`config.mk`:
```
export PLATFORM = sky130hd
export DESIGN_NAME = control_unit
export DESIGN_NICKNAME = d
export VERILOG_FILES = /design/src/rtl/cpu_pkg.sv /design/src/rtl/ctrl_decode.sv /design/src/rtl/control_unit.sv
export SDC_FILE = /design/constraint.sdc
export NUM_CORES = 1
export LEC_CHECK = 0
export CAP_MARGIN = 20
export CORE_MARGIN = 1
export CORE_UTILIZATION = 25
export DETAILED_ROUTE_END_ITERATION = 8
export SYNTH_ARGS = -nofsm -noshare
export SYNTH_HDL_FRONTEND = slang
export SYNTH_HIERARCHICAL = 1
export SYNTH_SLANG_ARGS = --single-unit
```
`constraint.sdc`:
```
create_clock -name clk -period 3.25 [get_ports clk]
set_clock_uncertainty 0.15 [all_clocks]
set_input_delay 0.65 -clock clk [delete_from_list [all_inputs] [get_ports clk]]
set_output_delay 0.65 -clock clk [all_outputs]
set_load 0.05 [all_outputs]
```
`src/rtl/cpu_pkg.sv`:
```
// Shared definitions for the control unit: opcodes, ALU selects, FSM states
// and the decode record handed from ctrl_decode to the sequencer.
package cpu_pkg;

    localparam int PC_W        = 4;
    localparam int MEM_TIMEOUT = 15;

    typedef enum logic [3:0] {
        OP_ADD  = 4'h0,
        OP_ADDI = 4'h1,
        OP_SUB  = 4'h2,
        OP_SUBI = 4'h3,
        OP_AND  = 4'h4,
        OP_OR   = 4'h5,
        OP_XOR  = 4'h6,
        OP_NOR  = 4'h7,
        OP_NAND = 4'h8,
        OP_HALT = 4'h9,
        OP_LSL  = 4'hA,
        OP_BL   = 4'hB,
        OP_BEQ  = 4'hC,
        OP_BR   = 4'hD,
        OP_STUR = 4'hE,
        OP_LDUR = 4'hF
    } opcode_t;

    localparam logic [2:0] ALU_ADD  = 3'b000;
    localparam logic [2:0] ALU_SUB  = 3'b001;
    localparam logic [2:0] ALU_AND  = 3'b010;
    localparam logic [2:0] ALU_OR   = 3'b011;
    localparam logic [2:0] ALU_XOR  = 3'b100;
    localparam logic [2:0] ALU_NOR  = 3'b101;
    localparam logic [2:0] ALU_NAND = 3'b110;
    localparam logic [2:0] ALU_LSL  = 3'b111;

    typedef enum logic [2:0] {
        FETCH  = 3'd0,
        DECODE = 3'd1,
        EXEC   = 3'd2,
        MEM    = 3'd3,
        WB     = 3'd4,
        HALT   = 3'd5
    } state_t;

    typedef enum logic [1:0] {
        CLS_ALU    = 2'd0,
        CLS_BRANCH = 2'd1,
        CLS_MEM    = 2'd2,
        CLS_HALT   = 2'd3
    } cls_t;

    typedef struct packed {
        cls_t       cls;
        logic [2:0] alu_sel;
        logic       alu_b_imm;
    } dec_t;

    function automatic logic [15:0] zext4(input logic [3:0] v);
        return {12'h000, v};
    endfunction

endpackage

```
`src/rtl/ctrl_decode.sv`:
```
// Pure combinational opcode decode: instruction class, ALU select and
// whether the B operand is the immediate rm field.
module ctrl_decode
    import cpu_pkg::*;
(
    input  logic [3:0] opcode,
    output dec_t       dec
);

    always_comb begin
        dec.cls       = CLS_ALU;
        dec.alu_sel   = ALU_ADD;
        dec.alu_b_imm = 1'b0;
        case (opcode)
            OP_ADD:  dec.alu_sel = ALU_ADD;
            OP_ADDI: begin dec.alu_sel = ALU_ADD; dec.alu_b_imm = 1'b1; end
            OP_SUB:  dec.alu_sel = ALU_SUB;
            OP_SUBI: begin dec.alu_sel = ALU_SUB; dec.alu_b_imm = 1'b1; end
            OP_AND:  dec.alu_sel = ALU_AND;
            OP_OR:   dec.alu_sel = ALU_OR;
            OP_XOR:  dec.alu_sel = ALU_XOR;
            OP_NOR:  dec.alu_sel = ALU_NOR;
            OP_NAND: dec.alu_sel = ALU_NAND;
            OP_LSL:  begin dec.alu_sel = ALU_LSL; dec.alu_b_imm = 1'b1; end
            OP_HALT: dec.cls = CLS_HALT;
            OP_BL, OP_BEQ, OP_BR: dec.cls = CLS_BRANCH;
            OP_STUR, OP_LDUR:     dec.cls = CLS_MEM;
            default: dec.cls = CLS_ALU;
        endcase
    end

endmodule

```
`src/rtl/control_unit.sv`:
```
// Multi-cycle control sequencer: fetch/decode/execute/memory/writeback FSM,
// program counter and data-RAM timeout watchdog.
module control_unit #(
    parameter int PC_W        = cpu_pkg::PC_W,
    parameter int MEM_TIMEOUT = cpu_pkg::MEM_TIMEOUT
) (
    input  logic            clk,
    input  logic            rst,
    input  logic [15:0]     instr,
    input  logic            imem_valid,
    input  logic            mem_ack,
    input  logic [15:0]     rn_data,
    input  logic [15:0]     rd_data,
    output logic [PC_W-1:0] pc,
    output logic            instr_req,
    output logic [3:0]      rd_f,
    output logic [3:0]      rn_f,
    output logic [3:0]      rm_f,
    output logic [2:0]      alu_sel,
    output logic            alu_b_imm,
    output logic            alu_a_zero,
    output logic            en_alu,
    output logic            rf_we,
    output logic [3:0]      rf_waddr,
    output logic            rf_wsel,
    output logic [15:0]     link,
    output logic            mem_we,
    output logic            mem_oe,
    output logic [3:0]      mem_addr,
    output logic            halted,
    output logic            fault
);
    import cpu_pkg::*;

    localparam int CNT_W = $clog2(MEM_TIMEOUT + 1);

    state_t          state;
    logic [15:0]     ir;
    logic [CNT_W-1:0] tmo_cnt;
    logic            rf_we_q;
    logic            mem_we_q;
    logic [PC_W-1:0] pc_inc;
    opcode_t         opcode;
    dec_t            dec;
    logic            unused_bits;

    assign opcode = opcode_t'(ir[15:12]);
    assign rd_f   = ir[11:8];
    assign rn_f   = ir[7:4];
    assign rm_f   = ir[3:0];
    assign pc_inc = pc + PC_W'(1);
    assign link   = 16'(pc_inc);

    // Write strobes are masked by rst so an aborted WB/MEM cycle never commits.
    assign rf_we  = rf_we_q && !rst;
    assign mem_we = mem_we_q && !rst;

    assign unused_bits = ^rd_data[15:PC_W];

    ctrl_decode u_dec (
        .opcode (ir[15:12]),
        .dec    (dec)
    );

    // Outputs are registered: each transition loads the strobes of the state being entered.
    always_ff @(posedge clk) begin
        if (rst) begin
            state      <= FETCH;
            pc         <= '0;
            ir         <= '0;
            tmo_cnt    <= '0;
            instr_req  <= 1'b1;
            alu_sel    <= ALU_ADD;
            alu_b_imm  <= 1'b0;
            alu_a_zero <= 1'b0;
            en_alu     <= 1'b0;
            rf_we_q    <= 1'b0;
            rf_waddr   <= '0;
            rf_wsel    <= 1'b0;
            mem_we_q   <= 1'b0;
            mem_oe     <= 1'b0;
            mem_addr   <= '0;
            halted     <= 1'b0;
            fault      <= 1'b0;
        end else begin
            instr_req  <= 1'b0;
            alu_sel    <= ALU_ADD;
            alu_b_imm  <= 1'b0;
            alu_a_zero <= 1'b0;
            en_alu     <= 1'b0;
            rf_we_q    <= 1'b0;
            rf_waddr   <= '0;
            rf_wsel    <= 1'b0;
            mem_we_q   <= 1'b0;
            mem_oe     <= 1'b0;
            mem_addr   <= '0;

            case (state)
                FETCH: begin
                    if (imem_valid) begin
                        ir    <= instr;
                        state <= DECODE;
                    end else begin
                        instr_req <= 1'b1;
                    end
                end

                DECODE: begin
                    case (dec.cls)
                        CLS_HALT: begin
                            halted <= 1'b1;
                            state  <= HALT;
                        end
                        CLS_MEM: begin
                            tmo_cnt  <= '0;
                            mem_addr <= rd_f;
                            state    <= MEM;
                            if (opcode == OP_STUR) begin
                                mem_we_q   <= 1'b1;
                                en_alu     <= 1'b1;
                                alu_a_zero <= 1'b1;
                            end else begin
                                mem_oe <= 1'b1;
                            end
                        end
                        CLS_ALU: begin
                            en_alu    <= 1'b1;
                            alu_sel   <= dec.alu_sel;
                            alu_b_imm <= dec.alu_b_imm;
                            state     <= EXEC;
                        end
                        default: state <= EXEC;
                    endcase
                end

                EXEC: begin
                    if (dec.cls == CLS_ALU) begin
                        en_alu    <= 1'b1;
                        alu_sel   <= dec.alu_sel;
                        alu_b_imm <= dec.alu_b_imm;
                        rf_we_q   <= 1'b1;
                        rf_waddr  <= rd_f;
                        state     <= WB;
                    end else begin
                        case (opcode)
                            OP_BL: begin
                                // pc moves only after WB so link still sees the old pc
                                rf_we_q  <= 1'b1;
                                rf_waddr <= 4'hF;
                                rf_wsel  <= 1'b1;
                                state    <= WB;
                            end
                            OP_BEQ: begin
                                pc        <= (rn_data == zext4(rm_f)) ? PC_W'(rd_f) : pc_inc;
                                instr_req <= 1'b1;
                                state     <= FETCH;
                            end
                            default: begin
                                pc        <= rd_data[PC_W-1:0];
                                instr_req <= 1'b1;
                                state     <= FETCH;
                            end
                        endcase
                    end
                end

                MEM: begin
                    if (mem_ack) begin
                        if (opcode == OP_STUR) begin
                            pc        <= pc_inc;
                            instr_req <= 1'b1;
                            state     <= FETCH;
                        end else begin
                            mem_oe   <= 1'b1;
                            rf_we_q  <= 1'b1;
                            rf_waddr <= rn_f;
                            state    <= WB;
                        end
                    end else if (tmo_cnt == CNT_W'(MEM_TIMEOUT - 1)) begin
                        fault  <= 1'b1;
                        halted <= 1'b1;
                        state  <= HALT;
                    end else begin
                        tmo_cnt    <= tmo_cnt + CNT_W'(1);
                        mem_we_q   <= mem_we_q;
                        mem_oe     <= mem_oe;
                        mem_addr   <= mem_addr;
                        en_alu     <= en_alu;
                        alu_a_zero <= alu_a_zero;
                    end
                end

                WB: begin
                    pc        <= (opcode == OP_BL) ? PC_W'(rd_f) : pc_inc;
                    instr_req <= 1'b1;
                    state     <= FETCH;
                end

                HALT: state <= HALT;

                default: begin
                    instr_req <= 1'b1;
                    state     <= FETCH;
                end
            endcase
        end
    end

endmodule

```
* Word level (Yosys, flattened, before mapping)
Cells that the tools add are included.
** Word-level totals
- Bits in registers :: 47
- Bits of input ports :: 52
- Output and inout port bits :: 53
- Logic and storage cells :: 134
** Operators by class
- Add/sub/neg operators :: 2
- Eq/ne operators :: 35
- Multiplexer cells :: 56
- Bitwise operators :: 4
- Reductions and logical operators :: 21
** Operators with widths (count)
- $mux W4 :: 15
- $eq A4 B4 Y1 const B :: 9
- $pmux W4 S2 :: 4
- $pmux W3 S7 :: 1
- $mux W1 :: 19
- $mux W3 :: 6
- $ne A2 B2 Y1 const B :: 9
- $eq A16 B4 Y1 :: 1
- $eq A4 B3 Y1 const B :: 4
- $pmux W3 S5 :: 1
- $pmux W4 S3 :: 1
- $reduce_or A3 Y1 :: 4
- $pmux W1 S2 :: 5
- $add A4 B1 Y4 const B :: 2
- $eq A4 B2 Y1 const B :: 2
- $reduce_and A4 Y1 :: 2
- $reduce_or A2 Y1 :: 4
- $eq A3 B2 Y1 const B :: 2
- $eq A3 B3 Y1 const B :: 2
- $pmux W2 S3 :: 1
- $pmux W3 S2 :: 1
- $reduce_and A5 Y1 :: 1
- $eq A2 B2 Y1 const B :: 2
- $eq A4 B1 Y1 const B :: 1
- 14 further kinds :: 19

* Logic depth before layout (Yosys ltp)
- Depth after elaboration :: 6
- Gate-level depth with buffers :: 9
- Gate-level depth less buffers :: 7

* Hierarchy
Netlist, hierarchy kept.
** Modules (own cells, without submodules)
- control_unit :: times used 1, cells each 290, area each 2352.3 um2, sequential area each 940.9 um2
- ctrl_decode :: times used 1, cells each 16, area each 110.1 um2, sequential area each 0.0 um2

* Worst setup path before layout
Ideal clock, no wire load.
- Kind :: reg-to-reg
- From :: reg pc[0]
- To :: reg pc[3]
- Arrival :: 2.436 ns
- Data required time :: 3.009 ns
- Path slack :: 0.573 ns
- Stages on the path, launching flop included :: 7
- Buffers on the path :: 0
- Period minus slack after synthesis :: 2.677 ns
- Cells stage by stage :: dfxtp_1 nand3_1 xnor2_1 nor2_1 nor3_1 a221oi_1 a311oi_1
** Between the ends
- Cells in the longest elaborated chain, start to end :: 5
- Elaborated cells between the ends (all ways) :: 8
- Classes of those cells :: add/sub (1); mux (7)
** Ends and longest elaborated chain
- start, declared :: line control_unit.sv:14 : output logic [PC_W-1:0] pc,
- start signal, assigned :: line control_unit.sv:154 : pc <= (rn_data == zext4(rm_f)) ? PC_W'(rd_f) : pc_inc;
- start signal, assigned :: line control_unit.sv:159 : pc <= rd_data[PC_W-1:0];
- start signal, assigned :: line control_unit.sv:170 : pc <= pc_inc;
- $add A4 B1 Y4 (*) :: line control_unit.sv:51 : assign pc_inc = pc + PC_W'(1);
- net link[3] :: line control_unit.sv:26 : output logic [15:0] link,
- $mux W4 :: line control_unit.sv:154
- $pmux W4 S2 :: line control_unit.sv:145 : case (opcode)
- $mux W4 :: line control_unit.sv:137 : if (dec.cls == CLS_ALU) begin
- $pmux W4 S3 (*) :: line control_unit.sv:98 : case (state)
Mark *: on every way through the listed nets, which the timed path passes. The rest lies on a longest branch. The select of a mux whose other input is x is not followed.
A chain may end at the register's enable or synchronous reset.

* Worst setup path after layout
- From :: reg pc[0]
- To :: out link[2]
** Between the ends
- Cells in the longest elaborated chain, start to end :: 1
** Ends and longest elaborated chain (line)
- $add A4 B1 Y4 :: control_unit.sv:51
- end, declared :: control_unit.sv:26
No other way between the ends.

==> results.cfg <==
[yosys]
synth.most_common_cell = nand2_1
yosys_warnings = 6
yosysUniqueCellTypes = 51
yosysTopAreaCellShare_pct = 38.2
ys_ff_latch = 47
synthArstFlopShare_pct = 0
netlist_area_um2 = 2460
avgSynthCellArea_um2 = 8.05
synth_edf_count = 0
ys.flop_type = dfxtp_1
ys_top_cells_by_area = dfxtp_1 38%, nand2_1 7.9%, buf_4 7.3%
synth_top_cell_by_area = dfxtp_1
syn_inst = 306
yosysSeqAreaShare_pct = 38.2
synthTopCellsByCount = 52 x nand2_1, 47 x dfxtp_1, 31 x a21oi_1

[detailed_routing]
num_vias = 2265
wl_per_cell_um = 13.1
drt-pass1-iter-count = 4
drt_iter0_markers = 149
drtAntennaViolNets = 0
vias_per_cell = 4.52
routed_wl_um = 6580
drc = 0

[status]
status = completed

[floorplanning]
dieArea_um2 = 10300
die_w_um = 101
row_count = 35
start_util_pct = 26.3
die_h_um = 101
core_um2 = 9370
io_pins = 105

[layout]
antenna_cells = 0
fin_util_pct = 36.2
area_growth_pct = 38.0
stdcell_area_um2 = 3400
nets = 426
drive_above_1_share_pct = 6.99

[clocking]
cts_buffers = 5
ctsRootBufferMaster = clkbuf_8
clk_pin_slew_worst_paths_ps = 100
htreeDepth = 2
clk_latency_ps = 310
cts_hold_buf = 0
cts_setup_buffers = 0
clockBufferDepth = 2
cts_tree = yes
cts.sinks = 47
cts_resized = 0

[worst_setup_path]
cp-start-kind = flip-flop
crit_required_ps = 2450
crit_fanout = 5
crit_type = reg2out
cp-end-kind = output pin
cp.arrival_ps = 2080

[sta]
hold_viol_final = 0
maxSlewViolCount = 0
tightest_slew_ps = 719
finalCritPeriodShare_pct = 88.6
timing.slew.headroom_pct = 52.1
rsz0062_at_grt = no
timing.fmax_mhz = 347
period_needed_ps = 2880
hold_slack_ps = 314
setup-tns-final_ps = 0
finalSetupViolations = 0

[power_and_ir_drop]
power.total_mw = 1.35
p_leak_nw = 1.19
ir_worst_vdd_v = 0.000199
powerDensity_nw_per_um2 = 398

[global_route]
grtUsageTotal_pct = 13.2
grt_pass1_wl_um = 10600
antenna_found_initial = 0
grt_pass1_vias = 2195
overflow = 0
grt_max_degree = 31

[placement]
hpwl_um = 4940
io_buffer_count = 80
gp_congestion = 0.829
placed_area_um2 = 3280

[flow_run]
maxCapViolCount = 0

[min_path]
min_path_type = reg2reg
[metrics by stage]
| stage | setup WS [ps] | cells |
|---|---|---|
| 2_1_floorplan | 573 | 317 |
| 3_3_place_gp | 469 | 493 |
| 3_5_place_dp | 429 | 493 |
| 4_1_cts | 363 | 501 |
| 5_1_grt | 253 | 501 |
| 6_report | 370 | 501 |
[sequential cells by signal, summed over array words and instances (netlist names), 3 cells and up]
register	cells
mem_addr	4
rf_waddr	4
alu_sel	3
ir	16
state	3
tmo_cnt	4
pc	4
[area by class of cell]
cell class	count	area, µm²
fillers	980	5970
clock buffers	5	68.8
flip-flops and latches	47	941
clock inverters	3	47.5
repair buffers	85	858
well taps	129	161
multi-input cells	226	1300
inverters	6	22.5
[metal layers]
| layer | share of wire [%] | wire length [µm] | up-vias | track usage (%) |
|---|---|---|---|---|
| li1 | - | - | 1157 | - |
| met3 | 7.8 | 515 | 10 | 4.55 |
| met4 | 2.4 | 157 | 0 | 5.46 |
| met1 | 44 | 2920 | 1022 | 15.7 |
| met2 | 45 | 2990 | 76 | 21.8 |
| met5 | 0 | 0 | - | 0 |
[placed cells by master (no fill, tap or decap), types with 6 or more instances in the layout]
cell / Yosys / routed
inv_1: 6 / 6
dfxtp_1: 47 / 47
xor2_1: 6 / 6
conb_1: 1 / 12
nor2_1: 29 / 29
clkdlybuf4s50_1: 0 / 78
nor3_1: 7 / 7
o21ai_0: 8 / 8
nand2b_1: 8 / 8
a21oi_1: 31 / 31
a22oi_1: 6 / 6
nand2_1: 52 / 52
[power by group]
| group | internal [mW] | total (mW) | switching (mW) |
|---|---|---|---|
| logic | 0.107 | 0.274 | 0.167 |
| registers | 0.596 | 0.626 | 0.0302 |
| clock network | 0.234 | 0.451 | 0.218 |
[worst paths after layout]
path	to	start	slack, ps	cells past startpoint
setup / recovery	link[2]	pc[0]	370	3
setup reg to reg	pc[2]	ir[14]	650	7
hold / removal	fault	fault	310	2
hold reg to reg	fault	fault	310	2
[worst max-delay path, stage by stage (launching register included)]
cell	delay, ps
dfxtp_1	410
ha_1	180
xor2_1	300
clkdlybuf4s50_1	870
[kinds of logic (layout without fill, tap and decap cells)]
kind of cell | count (synthesis) | count (layout) | synth area share, %
other cells | 1 | 12 | 0.152
simple gates | 129 | 129 | 26.7
buf+inv | 44 | 99 | 10.8
flops | 47 | 47 | 38.2
mux | 4 | 4 | 1.73
compound gates | 70 | 70 | 18.1
xor+xnor | 8 | 8 | 2.85
fa+ha+maj | 3 | 3 | 1.52
Note: power is estimated with default switching activity, not from simulation.
